$ cat src/rtl/lin_pkg.sv
// Shared constants, state encoding and ID-derived helpers for the LIN slave responder.
package lin_pkg;

    localparam logic [9:0] LIN_BREAK_WORD   = 10'h000;
    localparam logic [9:0] LIN_SYNC_WORD    = 10'h2AA;
    localparam int         LIN_RESP_TIMEOUT = 30;

    localparam int ERR_FRAME   = 0;
    localparam int ERR_PARITY  = 1;
    localparam int ERR_CKS     = 2;
    localparam int ERR_BIT     = 3;
    localparam int ERR_TIMEOUT = 4;

    typedef enum logic [2:0] {
        ST_IDLE,
        ST_SYNC,
        ST_PID,
        ST_TX_DATA,
        ST_TX_CKS,
        ST_RX_DATA,
        ST_RX_CKS,
        ST_COMMIT
    } lin_state_e;

    typedef enum logic [1:0] {
        DIR_IGNORE = 2'b00,
        DIR_PUB    = 2'b01,
        DIR_SUB    = 2'b10,
        DIR_RSVD   = 2'b11
    } lin_dir_e;

    // Returns {P1, P0} for a 6-bit frame ID.
    function automatic logic [1:0] pid_parity(input logic [5:0] id);
        return {~(id[1] ^ id[3] ^ id[4] ^ id[5]), id[0] ^ id[1] ^ id[2] ^ id[4]};
    endfunction

    function automatic logic [3:0] frame_len(input logic [5:0] id);
        if (!id[5])
            return 4'd2;
        else if (!id[4])
            return 4'd4;
        else
            return 4'd8;
    endfunction

    function automatic logic is_classic(input logic [5:0] id);
        return (id == 6'd60) || (id == 6'd61);
    endfunction

    function automatic logic [9:0] enc_byte(input logic [7:0] b);
        return {1'b1, b, 1'b0};
    endfunction

endpackage

$ cat src/rtl/lin_slave_responder_cks.sv
// LIN checksum accumulator: seeded with PID (enhanced) or zero (classic), one byte per cycle.
module lin_checksum_acc (
    input  logic       clk,
    input  logic       reset,
    input  logic       init,
    input  logic [7:0] seed,
    input  logic       add,
    input  logic [7:0] add_byte,
    output logic [7:0] result
);

    logic [7:0] sum_q;
    logic [8:0] raw_sum;

    assign raw_sum = {1'b0, sum_q} + {1'b0, add_byte};

    // End-around carry: a sum above 255 wraps to sum - 255.
    always_ff @(posedge clk or negedge reset) begin
        if (!reset)
            sum_q <= '0;
        else if (init)
            sum_q <= seed;
        else if (add)
            sum_q <= raw_sum[7:0] + {7'd0, raw_sum[8]};
    end

    assign result = ~sum_q;

endmodule

$ cat src/rtl/lin_slave_responder.sv
// LIN slave frame engine: header decode, published response with echo readback,
// subscribed response buffered and committed only after a good checksum.
//
//  state    | meaning
//  IDLE     | waiting for a break word
//  SYNC     | break seen, expecting the 0x55 sync word
//  PID      | expecting the protected identifier
//  TX_DATA  | presenting publish byte idx, then waiting for its echo
//  TX_CKS   | presenting the checksum word, then waiting for its echo
//  RX_DATA  | collecting subscribed bytes into the local buffer
//  RX_CKS   | comparing the received checksum with the computed one
//  COMMIT   | streaming the buffered bytes to the RX memory port
module lin_slave_responder
    import lin_pkg::*;
#(
    parameter logic [9:0] BREAK_WORD   = LIN_BREAK_WORD,
    parameter logic [9:0] SYNC_WORD    = LIN_SYNC_WORD,
    parameter int         RESP_TIMEOUT = LIN_RESP_TIMEOUT
) (
    input  logic       clk,
    input  logic       reset,
    input  logic       rx_valid,
    input  logic [9:0] rx_word,
    output logic       tx_valid,
    output logic [9:0] tx_word,
    input  logic       tx_ready,
    input  logic       dir_wr_en,
    input  logic [5:0] dir_wr_id,
    input  logic [1:0] dir_wr_val,
    input  logic       pub_wr_en,
    input  logic [2:0] pub_wr_addr,
    input  logic [7:0] pub_wr_data,
    output logic       sub_wr_en,
    output logic [2:0] sub_wr_addr,
    output logic [7:0] sub_wr_data,
    output logic       frame_done,
    output logic [4:0] err_flags,
    input  logic       err_clr,
    output logic       busy
);

    localparam int               TMR_W    = $clog2(RESP_TIMEOUT + 1);
    localparam logic [TMR_W-1:0] TMR_LOAD = TMR_W'(RESP_TIMEOUT - 1);

    lin_state_e state_q, state_d;

    logic [1:0]       dir_tbl [64];
    logic [7:0]       pub_buf [8];
    logic [7:0]       rx_buf  [8];
    logic [3:0]       len_q;
    logic [2:0]       idx_q;
    logic             tx_sent_q;
    logic [9:0]       sent_word_q;
    logic [TMR_W-1:0] tmr_q;
    logic             break_pend_q;
    logic [4:0]       err_q;

    logic       rx_break, rx_frm_err, pid_ok;
    logic       in_tx, in_resp, tx_valid_int, hs;
    logic       tmr_run, tmr_expire, last_idx;
    logic [7:0] rx_byte, cks_result, acc_seed, acc_byte;
    logic [5:0] rx_id;
    logic [9:0] tx_word_int;
    logic       acc_init, acc_add;
    logic [4:0] err_set;
    logic       done, idx_inc, echo_ok, rx_store;

    assign rx_byte      = rx_word[8:1];
    assign rx_id        = rx_byte[5:0];
    assign rx_break     = rx_valid && (rx_word == BREAK_WORD);
    assign rx_frm_err   = rx_valid && !rx_break && (rx_word[0] || !rx_word[9]);
    assign pid_ok       = rx_byte[7:6] == pid_parity(rx_id);
    assign in_tx        = (state_q == ST_TX_DATA) || (state_q == ST_TX_CKS);
    assign in_resp      = in_tx || (state_q == ST_RX_DATA) || (state_q == ST_RX_CKS);
    assign tx_valid_int = in_tx && !tx_sent_q;
    assign hs           = tx_valid_int && tx_ready && !rx_valid;
    assign tmr_run      = in_resp && !tx_valid_int && !rx_valid;
    assign tmr_expire   = tmr_run && (tmr_q == '0);
    assign last_idx     = {1'b0, idx_q} == (len_q - 4'd1);
    assign tx_word_int  = (state_q == ST_TX_DATA) ? enc_byte(pub_buf[idx_q])
                                                  : enc_byte(cks_result);

    assign acc_init = (state_q == ST_PID) && rx_valid;
    assign acc_seed = is_classic(rx_id) ? 8'h00 : rx_byte;
    assign acc_add  = (hs && (state_q == ST_TX_DATA)) || rx_store;
    assign acc_byte = in_tx ? pub_buf[idx_q] : rx_byte;

    lin_checksum_acc u_cks (
        .clk      (clk),
        .reset    (reset),
        .init     (acc_init),
        .seed     (acc_seed),
        .add      (acc_add),
        .add_byte (acc_byte),
        .result   (cks_result)
    );

    always_ff @(posedge clk or negedge reset) begin
        if (!reset)
            state_q <= ST_IDLE;
        else
            state_q <= state_d;
    end

    always_comb begin
        state_d  = state_q;
        err_set  = '0;
        done     = 1'b0;
        idx_inc  = 1'b0;
        echo_ok  = 1'b0;
        rx_store = 1'b0;
        case (state_q)
            ST_IDLE: begin
                if (rx_break)
                    state_d = ST_SYNC;
            end
            ST_SYNC: begin
                if (rx_valid && !rx_break) begin
                    if (rx_word == SYNC_WORD) begin
                        state_d = ST_PID;
                    end else begin
                        err_set[ERR_FRAME] = 1'b1;
                        state_d            = ST_IDLE;
                    end
                end
            end
            ST_PID: begin
                if (rx_break) begin
                    state_d = ST_SYNC;
                end else if (rx_frm_err) begin
                    err_set[ERR_FRAME] = 1'b1;
                    state_d            = ST_IDLE;
                end else if (rx_valid) begin
                    if (!pid_ok) begin
                        err_set[ERR_PARITY] = 1'b1;
                        state_d             = ST_IDLE;
                    end else begin
                        case (lin_dir_e'(dir_tbl[rx_id]))
                            DIR_PUB: state_d = ST_TX_DATA;
                            DIR_SUB: state_d = ST_RX_DATA;
                            default: state_d = ST_IDLE;
                        endcase
                    end
                end
            end
            ST_TX_DATA, ST_TX_CKS: begin
                if (tmr_expire) begin
                    err_set[ERR_TIMEOUT] = 1'b1;
                    state_d              = ST_IDLE;
                end else if (rx_break) begin
                    state_d = ST_SYNC;
                end else if (rx_valid) begin
                    // A word before our own handshake cannot be our echo.
                    if (!tx_sent_q || (!rx_frm_err && (rx_word != sent_word_q))) begin
                        err_set[ERR_BIT] = 1'b1;
                        state_d          = ST_IDLE;
                    end else if (rx_frm_err) begin
                        err_set[ERR_FRAME] = 1'b1;
                        state_d            = ST_IDLE;
                    end else begin
                        echo_ok = 1'b1;
                        if (state_q == ST_TX_CKS) begin
                            done    = 1'b1;
                            state_d = ST_IDLE;
                        end else begin
                            idx_inc = 1'b1;
                            if (last_idx)
                                state_d = ST_TX_CKS;
                        end
                    end
                end
            end
            ST_RX_DATA: begin
                if (tmr_expire) begin
                    err_set[ERR_TIMEOUT] = 1'b1;
                    state_d              = ST_IDLE;
                end else if (rx_break) begin
                    state_d = ST_SYNC;
                end else if (rx_frm_err) begin
                    err_set[ERR_FRAME] = 1'b1;
                    state_d            = ST_IDLE;
                end else if (rx_valid) begin
                    rx_store = 1'b1;
                    idx_inc  = 1'b1;
                    if (last_idx)
                        state_d = ST_RX_CKS;
                end
            end
            ST_RX_CKS: begin
                if (tmr_expire) begin
                    err_set[ERR_TIMEOUT] = 1'b1;
                    state_d              = ST_IDLE;
                end else if (rx_break) begin
                    state_d = ST_SYNC;
                end else if (rx_frm_err) begin
                    err_set[ERR_FRAME] = 1'b1;
                    state_d            = ST_IDLE;
                end else if (rx_valid) begin
                    if (rx_byte == cks_result) begin
                        state_d = ST_COMMIT;
                    end else begin
                        err_set[ERR_CKS] = 1'b1;
                        state_d          = ST_IDLE;
                    end
                end
            end
            ST_COMMIT: begin
                idx_inc = 1'b1;
                if (last_idx) begin
                    done    = 1'b1;
                    state_d = (break_pend_q || rx_break) ? ST_SYNC : ST_IDLE;
                end
            end
            default: state_d = ST_IDLE;
        endcase
    end

    always_comb begin
        busy        = state_q != ST_IDLE;
        tx_valid    = tx_valid_int;
        tx_word     = tx_valid_int ? tx_word_int : '0;
        sub_wr_en   = state_q == ST_COMMIT;
        sub_wr_addr = sub_wr_en ? idx_q : '0;
        sub_wr_data = sub_wr_en ? rx_buf[idx_q] : '0;
        frame_done  = done;
        err_flags   = err_q;
    end

    always_ff @(posedge clk or negedge reset) begin
        if (!reset) begin
            len_q        <= '0;
            idx_q        <= '0;
            tx_sent_q    <= 1'b0;
            sent_word_q  <= '0;
            tmr_q        <= '0;
            break_pend_q <= 1'b0;
            err_q        <= '0;
        end else begin
            if (acc_init)
                len_q <= frame_len(rx_id);

            if (state_d != state_q)
                idx_q <= '0;
            else if (idx_inc)
                idx_q <= idx_q + 3'd1;

            if ((state_d != state_q) || echo_ok)
                tx_sent_q <= 1'b0;
            else if (hs)
                tx_sent_q <= 1'b1;

            if (hs)
                sent_word_q <= tx_word_int;

            // Down-counter reloaded by bus activity; expiry is tested at zero.
            if (rx_valid)
                tmr_q <= TMR_LOAD;
            else if (tmr_run && (tmr_q != '0))
                tmr_q <= tmr_q - TMR_W'(1);

            if (state_q != ST_COMMIT)
                break_pend_q <= 1'b0;
            else if (rx_break)
                break_pend_q <= 1'b1;

            err_q <= (err_clr ? 5'd0 : err_q) | err_set;
        end
    end

    always_ff @(posedge clk or negedge reset) begin
        if (!reset) begin
            for (int i = 0; i < 64; i++)
                dir_tbl[i] <= DIR_IGNORE;
            for (int i = 0; i < 8; i++) begin
                pub_buf[i] <= '0;
                rx_buf[i]  <= '0;
            end
        end else begin
            if (dir_wr_en)
                dir_tbl[dir_wr_id] <= dir_wr_val;
            if (pub_wr_en)
                pub_buf[pub_wr_addr] <= pub_wr_data;
            if (rx_store)
                rx_buf[idx_q] <= rx_byte;
        end
    end

endmodule

$ cat config.mk
export PLATFORM = sky130hd
export DESIGN_NAME = lin_slave_responder
export DESIGN_NICKNAME = d
export VERILOG_FILES = /design/src/rtl/lin_pkg.sv /design/src/rtl/lin_slave_responder_cks.sv /design/src/rtl/lin_slave_responder.sv
export SDC_FILE = /design/constraint.sdc
export NUM_CORES = 1
export LEC_CHECK = 0
export CAP_MARGIN = 20
export CORE_AREA = 2 2 177 179
export CTS_CLUSTER_SIZE = 12
export DETAILED_ROUTE_END_ITERATION = 10
export DIE_AREA = 0 0 179 181
export HOLD_SLACK_MARGIN = 0.05
export PLACE_DENSITY = 0.77
export SLEW_MARGIN = 20
export SYNTH_ARGS = -nofsm -noshare
export SYNTH_HDL_FRONTEND = slang
export SYNTH_SLANG_ARGS = --single-unit
$ cat constraint.sdc
create_clock -name clk -period 5.6 [get_ports clk]
set_input_delay 1.4 -clock clk [delete_from_list [all_inputs] [get_ports clk]]
set_output_delay 1.4 -clock clk [all_outputs]
set_load 0.03 [all_outputs]
==> reports/metrics.cfg <==
[timing]
fin_skew_ps = 26.01
fin_crit_sh_pct = 92.05
worstMarginPinSlew_ps = 1048
rsz0062_at_grt = no
setup_viol = 0
report.final.slew_viol_count = 0
max_clock_freq_mhz = 194.0
max_slew_margin_pct = 29.97
tns_ps = 0
hold_viol = 0
finalCriticalPeriod_ps = 5155

[drt]
wl_per_cell_um = 22.33
vias = 10207
avgViaCountPerCell = 6.079
ant_nets = 0
wl_met2_um = 18080
drt-initial-drc-count = 922
routed.top_layer = met4
dr.pass1.iters = 5
dr_wl_met3_um = 1961
routed_wl_um = 37490
drc_errors = 0
wl_met1_um = 16330

[placement]
io_buffer_count = 64
post_dp_cell_area_um2 = 16100
dpl.hpwl_um = 24530
place_inst = 1627
gp_congestion = 0.9096

[cts]
cts.htree.levels = 1
clk_path_buf_depth = 3
clk_latency_ps = 580
root_buffer = clkbuf_16
post_cts_buffers = 0
cts_resized = 0
hold_buffers = 0
clkSinkCount = 294
path_clk_slew_ps = 60
cts_tree = done
numCtsBuffers = 31

[die]
die-area_um2 = 32400
die_x_um = 179
pin_count = 66
die_height_um = 181
initial_core_util_pct = 49.41
rows = 64
coreArea_um2 = 30350

[setup_path]
start_kind = primary input
required_ps = 4200
r2r_cells = 21
path_max_fanout = 6
crit_path_end_kind = output pin
r2r_end = u_cks.sum_q[7]
r2r-start = idx_q[2]
worstSetupPathType = in -> out
ff2ff_setup_slack_ps = 940
arrival_ps = 3750

[logic_synthesis]
ys_top_cells_by_area = dfrtp_1, mux2_2, mux4_2, a22oi_1, nand2_1
synth_top_area_share_pct = 49.07
async_flop_share_pct = 100.0
yosys.area.top_type = dfrtp_1
syn_inst = 1213
ys_seq_area_share_pct = 49.07
synth_cell_types = 69
yosysMostFrequentCell = dfrtp_1
synth_area_um2 = 14990
synth.net_count = 1267
yosysWarningCount = 0
synthFlopType = dfrtp_1
synth-edff-count = 0
synth_seq_cells = 294
synth_common_cells = dfrtp_1, mux2_2, nand2_1, nor2_1, clkbuf_1
syn_avg_cell_area_um2 = 12.36

[cells_and_area]
finalNetCount = 1318
syn_to_final_growth_pct = 13.66
fin_area_um2 = 17040
antenna_cells = 0
fill_cells = 2452
fin_cells = 1679
drive_above_1_share_pct = 32.27

[power_and_ir_drop]
p_int_w = 0.003900
p_comb_share_pct = 14.9
p_leak_nw = 7.433
p_sw_w = 0.001380
pwr-share-seq_pct = 48.5
power_density_nw_per_um2 = 309.8
swShare_pct = 26.14
clock_power_share_pct = 36.6
ir_worst_vdd_v = 0.0002461

[grt]
antenna_found_initial = 0
track_usage_pct = 23.88
grt_pass1_vias = 10771
overflow = 0
grt_pass1_wl_um = 60740
grt_max_degree = 121

[job]
cap_violations = 0

[min_path]
hp-class = reg -> reg
hp-start = err_flags[2]
hold_depth = 1
hold_end = err_flags[2]

[outcome]
outcome = finished, final reports clean

[final cells by class]
type	count	area (µm²)	area share (%)
clock buffer	44	854.6	5.014
tap	396	495.5	2.907
multi-input combinational	814	7236	42.46
timing repair buffer	98	920.9	5.403
clock inverter	8	85.08	0.4992
sequential	294	7357	43.17
inverter	25	93.84	0.5506
[sequential cells by signal, indices dropped and copies added (netlist names)]
register      flops
rx_buf           64
sent_word_q       9
state_q           3
len_q             3
break_pend_q      1
dir_tbl         128
u_cks.sum_q       8
err_flags         5
tx_sent_q         1
idx_q             3
pub_buf          64
tmr_q             5
[per-stage QoR]
| stage | setup WS, ps | hold WS (ps) | power, W | utilization, % |
|---|---|---|---|---|
| after detailed placement | 347.8 | 488.2 | 0.003374 | 53.04 |
| after global placement | 385.7 | 482.2 | 0.003337 | 53.04 |
| final | 445.0 | 501.7 | 0.005280 | 56.16 |
| after CTS | 494.8 | 501.3 | 0.005306 | 56.14 |
| after global routing | 179.9 | 511.9 | 0.005497 | 56.16 |
| after floorplan | 763.7 | 455.7 | 0.003097 | - |
[cell families after synthesis]
logic type                 share of synthesized area, %
other                                           0.02501
AOI/OAI and AO/OA                                 7.886
and+or+nand+nor                                   9.429
xor gates and xnor gates                          2.478
DFF                                               49.07
adders and majority gates                         1.552
muxes                                             26.65
buffers and inverters                             2.912
[layer usage]
| metal | up-vias | track usage (%) |
|---|---|---|
| li1 | 4573 | - |
| met1 | 5267 | 33.33 |
| met2 | 303 | 38.52 |
| met3 | 64 | 3.093 |
| met4 | 0 | 8.163 |
| met5 | - | 0 |
[worst max-delay path, cell delays in order]
cell             delay (ps)
clkdlybuf4s50_1         770
xnor2_1                 180
nand4_1                 110
nor4_1                  390
o21a_1                  200
nand3_1                 140
nor3_1                  180
a31oi_1                  60
nor2_1                  150
buf_4                   180
[power groups by stage]
stage          registers, W  clock network (W)  logic, W
6_report            0.00256            0.00193  0.000787
5_1_grt             0.00259            0.00205  0.000858
4_1_cts             0.00256            0.00196  0.000788
3_5_place_dp        0.00259                  0  0.000785
3_3_place_gp        0.00258                  0  0.000759
2_1_floorplan       0.00252                  0  0.000580
[placed cells by master, fill, tap and decap left out, drive strengths merged, types with 5 or more instances in the layout]
cell type      count
nor2b              5
ha                17
nand2b             8
dfrtp            294
a221oi            10
a22oi             49
nand2             85
nand3             16
a31oi             13
o21ai             35
xnor2             28
and2               5
a21oi             15
xor2              10
clkdlybuf4s50     58
a41oi              5
buf               40
mux4              42
nand4b             5
nor3b              8
nor3              20
inv               26
and3              10
a22o               9
nand4             18
mux2             262
nand3b             5
nor4               6
mux2i             10
clkbuf            44
nor2              72
a21o               6
[worst max path at each step]
| stage | start | endpoint | cells past startpoint |
|---|---|---|---|
| 6_report | rx_word[8] | frame_done | 10 |
| 5_1_grt | rx_word[1] | frame_done | 11 |
| 4_1_cts | rx_word[1] | frame_done | 11 |
| 3_5_place_dp | rx_word[1] | tx_sent_q | 11 |
| 3_3_place_gp | rx_word[1] | tx_sent_q | 12 |
| 2_1_floorplan | rx_word[1] | tx_sent_q | 11 |
Note: power is estimated with default switching activity, not from simulation.
==> RTL edit 1: new RTL, same settings <==
Re-encode `lin_state_e` (8 states) as one-hot, 8 bits wide.
--- a/src/rtl/lin_pkg.sv
+++ b/src/rtl/lin_pkg.sv
@@ -12,13 +12,13 @@
     localparam int ERR_TIMEOUT = 4;
 
-    typedef enum logic [2:0] {
-        ST_IDLE,
-        ST_SYNC,
-        ST_PID,
-        ST_TX_DATA,
-        ST_TX_CKS,
-        ST_RX_DATA,
-        ST_RX_CKS,
-        ST_COMMIT
+    typedef enum logic [7:0] {
+        ST_IDLE    = 8'b00000001,
+        ST_SYNC    = 8'b00000010,
+        ST_PID     = 8'b00000100,
+        ST_TX_DATA = 8'b00001000,
+        ST_TX_CKS  = 8'b00010000,
+        ST_RX_DATA = 8'b00100000,
+        ST_RX_CKS  = 8'b01000000,
+        ST_COMMIT  = 8'b10000000
     } lin_state_e;
 
Behaviour: same outputs for any inputs over 4 cycles, from zero or initial values and one cycle with reset low; so few cycles prove little.
==> RTL edit 1 against the original RTL <==
Critical path depth down 1; sequential cell count rose by 5; cell count rose by 5.5%; area after synthesis rose by 2.4%; wire length grew 5.8%; clock skew is 0.0085 ns lower; total power grew 1.1%; design area grew 3.0%; setup slack improved by 0.14 ns; worst hold slack worse by 0.015 ns; via count up 9.3%; synthesized cell count is 6.8% higher; critical path type unchanged; largest cell class unchanged; largest power group unchanged.
==> RTL edit 1: results (changes against the original RTL) <==
stage	metric	value	unit	change
power	ir_drop	209	uV	was 246 uV
setup_path	r2r_end	u_cks.sum_q[7]		unchanged
drt	met1_length	16300	um	about the same
cells_and_area	n_fill_cell	2417		was 2452
drt	wl_met3	2970	um	was 1960 um
placed_design	gp_congestion	0.989		was 0.910
setup_path	crit_start	rx_word[5]		was rx_word[8]
setup_path	reg2reg_slack	0.72	ns	was 0.94 ns
yosys	synthDistinctLibCells	75		was 69
min_path	hp-start	rx_buf[9]		was err_flags[2]
drt	drt_pass1_iterations	7		was 5
clock_tree	post_cts_buffers	0		unchanged
power	power.internal	4.04	mW	was 3.90 mW
min_path	min_path_cells	2		was 1
cells_and_area	top_regs	dir_tbl: 128 flops, pub_buf: 64 flops, rx_buf: 64 flops		unchanged
clock_tree	numCtsBuffers	34		was 31
yosys	synth_common_cells	dfrtp_1, mux2_2, nand2_1		unchanged
placed_design	place_ws	0.613	ns	was 0.348 ns
clock_tree	htreeDepth	2		was 1
drt	wl_met2	18700	um	was 18100 um
yosys	ys_seq_area_frac	0.487		was 0.491
placed_design	dp_hpwl	26700	um	was 24500 um
sta	tightest_slew	1.11	ns	was 1.05 ns
grt	track_usage	0.250		was 0.239
setup_path	crit_fanout	19		was 6
clock_tree	cts_buffer_depth	3		unchanged
min_path	min_to	rx_buf[9]		was err_flags[2]
grt	grt_pass1_wl	63300	um	was 60700 um
clock_tree	clkLatencyLatePin	0.52	ns	was 0.58 ns
yosys	yosys_warnings	0		unchanged
placed_design	placed_area	16400	um2	was 16100 um2
sta	clock_skew	0.0175	ns	was 0.0260 ns
setup_path	r2r-start	idx_q[0]		was idx_q[2]
drt	vias_per_cell	6.29		was 6.08
clock_tree	clk_pin_slew	0.05	ns	
drt	ant_nets	0		unchanged
yosys	postSynth.asyncResetShare	1.00		unchanged
grt	grt_max_degree	151		was 121
power	p_leak	7.69	nW	was 7.43 nW
setup_path	arrival	3.62	ns	was 3.75 ns
status	outcome	complete, no violations		unchanged
grt	grt_pass1_vias	11536		was 10771
cells_and_area	insertedDiodeCount	0		unchanged
cells_and_area	drive_gt1_frac	0.299		was 0.323
min_path	min_path_type	reg2reg		unchanged
drt	drt-total-wl	39700	um	was 37500 um
yosys	synth.area.top_cells	dfrtp_1, mux2_2, mux4_2		unchanged
setup_path	r2r_cells	21		unchanged
grt	antenna_found_initial	0		unchanged
clock_tree	cts-root-buf	clkbuf_16		unchanged
yosys	syn_nets	1351		was 1267
drt	maxUsedRoutingLayer	met4		unchanged
drt	drt_iter0_drc	1172		was 922
placed_design	place.port_buffers	64		unchanged
## RTL edit 1: worst max path at each step
stage,depth (start not counted),slack [ns],end
2_1_floorplan,19,0.49,u_cks.sum_q[7]
3_3_place_gp,9,0.61,frame_done
3_5_place_dp,9,0.61,frame_done
4_1_cts,9,0.60,frame_done
5_1_grt,21,0.33,u_cks.sum_q[7]
6_report,9,0.58,frame_done
## RTL edit 1: routing by layer
layer,up-vias,track usage
li1,4867,-
met5,-,0
met4,0,0.106
met1,5662,0.340
met2,504,0.395
met3,120,0.0417
## RTL edit 1: power groups by stage
stage / Clock [mW] / Combinational [mW] / Sequential (mW)
floorplan: 0 / 0.442 / 2.50
global placement: 0 / 0.601 / 2.53
detailed placement: 0 / 0.622 / 2.55
CTS: 2.23 / 0.626 / 2.51
global route: 2.32 / 0.681 / 2.54
finish: 2.19 / 0.625 / 2.52
## RTL edit 1: cells by family after synthesis
kind of cell | Yosys count | share of synthesized area
XOR/XNOR | 46 | 0.0280
AO/OA/AOI/OAI | 192 | 0.0865
buffers and inverters | 113 | 0.0301
adder cells (fa/ha/maj) | 19 | 0.0160
AND/OR/NAND/NOR | 339 | 0.111
other | 1 | 0.000244
multiplexers | 287 | 0.241
flip-flops | 299 | 0.487
## RTL edit 1: area by class of cell
cell class,instances,area (um2),area share
Clock buffer,54,1040,0.0592
Clock inverter,6,65.1,0.00371
Inverter,32,120,0.00684
Multi-Input combinational cell,884,7440,0.424
Sequential cell,299,7480,0.426
Tap cell,396,495,0.0282
Timing Repair Buffer,101,916,0.0522
## RTL edit 1: worst max-delay path: stages
cell,delay (ns)
clkdlybuf4s50_1,0.50
buf_4,0.29
nor4_2,0.12
a311o_1,0.41
a21oi_1,0.20
nor4b_1,0.24
a31oi_1,0.08
nor3_1,0.17
buf_4,0.19
## RTL edit 1: per-stage QoR
stage | hold slack (ns) | power, mW | cells
floorplan | 0.450 | 2.94 | 1296
global placement | 0.463 | 3.13 | 1711
detailed placement | 0.471 | 3.17 | 1711
CTS | 0.484 | 5.36 | 1771
global route | 0.514 | 5.54 | 1772
finish | 0.487 | 5.34 | 1772
==> RTL edit 2: new RTL, config.mk and constraints unchanged <==
Without the edit above. Set the package constant `LIN_RESP_TIMEOUT` to 60 (it was 30).
--- a/src/rtl/lin_pkg.sv
+++ b/src/rtl/lin_pkg.sv
@@ -4,5 +4,5 @@
     localparam logic [9:0] LIN_BREAK_WORD   = 10'h000;
     localparam logic [9:0] LIN_SYNC_WORD    = 10'h2AA;
-    localparam int         LIN_RESP_TIMEOUT = 30;
+    localparam int         LIN_RESP_TIMEOUT = 60;
 
     localparam int ERR_FRAME   = 0;
Behaviour: same outputs for any inputs over 4 cycles, from zero or initial values and one cycle with reset low; that may be too few to reach the edited logic, so the function may still have changed.
==> RTL edit 2 against the original RTL <==
Setup slack got worse by 0.11 ns; total power rose by 7.4%; wire length rose by 1.0%; sequential power rose by 2%; sequential cell count rose by 1; area after synthesis rose by 0.58%; critical path depth fell by 1; synthesized cell count rose by 0.58%; design area rose by 1.2%; largest cell class unchanged.
==> RTL edit 2: results (changes against the original RTL) <==
stage	metric	value	unit	change
status	outcome	complete, no violations		unchanged
setup_path	r2r_end	u_cks.sum_q[7]		unchanged
grt	grt_max_degree	114		was 121
yosys	yosysMostFrequentCell	dfrtp_1		unchanged
placed_design	place.port_buffers	64		unchanged
placed_design	dp_hpwl	24900	um	was 24500 um
min_path	hp-start	sent_word_q[9]		was err_flags[2]
yosys	synth.area.top_cells	dfrtp_1, mux2_2, mux4_2		unchanged
drt	wl_met2	18100	um	about the same
cells_and_area	insertedDiodeCount	0		unchanged
grt	grt_pass1_wl	60200	um	was 60700 um
power	p_leak	7.50	nW	was 7.43 nW
setup_path	crit_fanout	33		was 6
clock_tree	ctsResizeCount	0		unchanged
placed_design	place_ws	0.305	ns	was 0.348 ns
setup_path	reg2reg_slack	1.09	ns	was 0.94 ns
clock_tree	numCtsBuffers	34		was 31
sta	clock_skew	0.0225	ns	was 0.0260 ns
sta	finalCritPeriodShare	0.939		was 0.921
grt	antenna_found_initial	0		unchanged
drt	drt_iter0_drc	778		was 922
clock_tree	cts-root-buf	clkbuf_16		unchanged
yosys	synthDistinctLibCells	79		was 69
min_path	min_to	sent_word_q[9]		was err_flags[2]
yosys	postSynth.asyncResetShare	1.00		unchanged
cells_and_area	top_regs	dir_tbl: 128 flops, pub_buf: 64 flops, rx_buf: 64 flops		unchanged
placed_design	gp_congestion	0.908		was 0.910
power	ir_drop	254	uV	was 246 uV
cells_and_area	n_fill_cell	2446		was 2452
grt	grt_pass1_vias	10887		was 10771
grt	grtUsageMet1	0.311		was 0.333
setup_path	crit_start	rx_word[2]		was rx_word[8]
clock_tree	clk_pin_slew	0.05	ns	
clock_tree	clkLatencyLatePin	0.51	ns	was 0.58 ns
grt	track_usage	0.239		about the same
clock_tree	htreeDepth	2		was 1
clock_tree	post_cts_buffers	0		unchanged
drt	drt_pass1_iterations	6		was 5
cells_and_area	fin_nets	1321		was 1318
setup_path	arrival	3.86	ns	was 3.75 ns
yosys	synth_common_cells	dfrtp_1, mux2_2, nand2_1		unchanged
yosys	yosys_warnings	0		unchanged
grt	grtUsageMet3	0.0417		was 0.0309
setup_path	cpPeakStageDelay	0.59	ns	was 0.77 ns
cells_and_area	drive_gt1_frac	0.328		was 0.323
drt	wl_met3	2290	um	was 1960 um
yosys	ys_seq_area_frac	0.489		was 0.491
drt	vias	10414		was 10207
grt	grt_use_met2	0.383		was 0.385
sta	max_slew_margin	0.266		was 0.300
setup_path	crit_path_top_delay_cell	buf_2		was clkdlybuf4s50_1
drt	met1_length	15600	um	was 16300 um
setup_path	r2r-start	idx_q[1]		was idx_q[2]
drt	drt-total-wl	37900	um	was 37500 um
min_path	min_path_type	reg2reg		unchanged
setup_path	r2r_cells	18		was 21
min_path	min_path_cells	1		unchanged
setup_path	path_delay_family	buffers and inverters		was simple AND/OR/NAND/NOR gates
sta	hold_slack	0.496	ns	was 0.502 ns
drt	maxUsedRoutingLayer	met4		unchanged
## RTL edit 2: cell types whose count changed after synthesis, sizes merged, moves of 7 or more
cell and delta:
inv -7, xor2 +10, xnor2 -9, nand2 -8
## RTL edit 2: how the worst max path moves through the flow
stage / to / depth (start not counted)
finish: frame_done / 9
detailed placement: idx_q[2] / 10
floorplan: idx_q[2] / 11
CTS: frame_done / 9
global route: frame_done / 9
global placement: idx_q[2] / 11
## RTL edit 2: cell families (layout without fill, tap and decap cells)
group           count (synthesis)  after routing  synth area share
compound gates                173            173            0.0833
other cells                     1              1          0.000249
mux                           313            313             0.265
simple gates                  275            275            0.0933
flops                         295            295             0.489
fa+ha+maj                      18             18            0.0154
buf+inv                       104            171            0.0278
xor+xnor                       41             41            0.0257
## RTL edit 2: where the power goes
group	switching, mW	internal [mW]
combinational	0.456	0.473
sequential	0.191	2.41
clock	0.860	1.29
total	1.51	4.16
## RTL edit 2: area by class of cell
cell class,count,share of cell area
Sequential cell,295,0.428
Multi-Input combinational cell,821,0.425
Clock buffer,49,0.0579
Timing Repair Buffer,95,0.0514
Tap cell,396,0.0287
Clock inverter,7,0.00501
Inverter,20,0.00435
## RTL edit 2: per-stage QoR
stage	total power [mW]	instances	cell area (um2)	util
finish	5.67	1683	17200	0.568
global route	5.92	1683	17200	0.568
CTS	5.70	1683	17200	0.568
detailed placement	3.54	1627	16100	0.532
global placement	3.50	1627	16100	0.532
floorplan	3.22	1220	15100	-
## RTL edit 2: worst reg2reg max path, delay by kind of cell, from the launching register on
kind | cells | cell delay (ns)
fa+ha+maj | 3 | 0.62
compound gates | 8 | 1.35
flops | 1 | 0.63
xor+xnor | 1 | 0.24
simple gates | 6 | 1.55
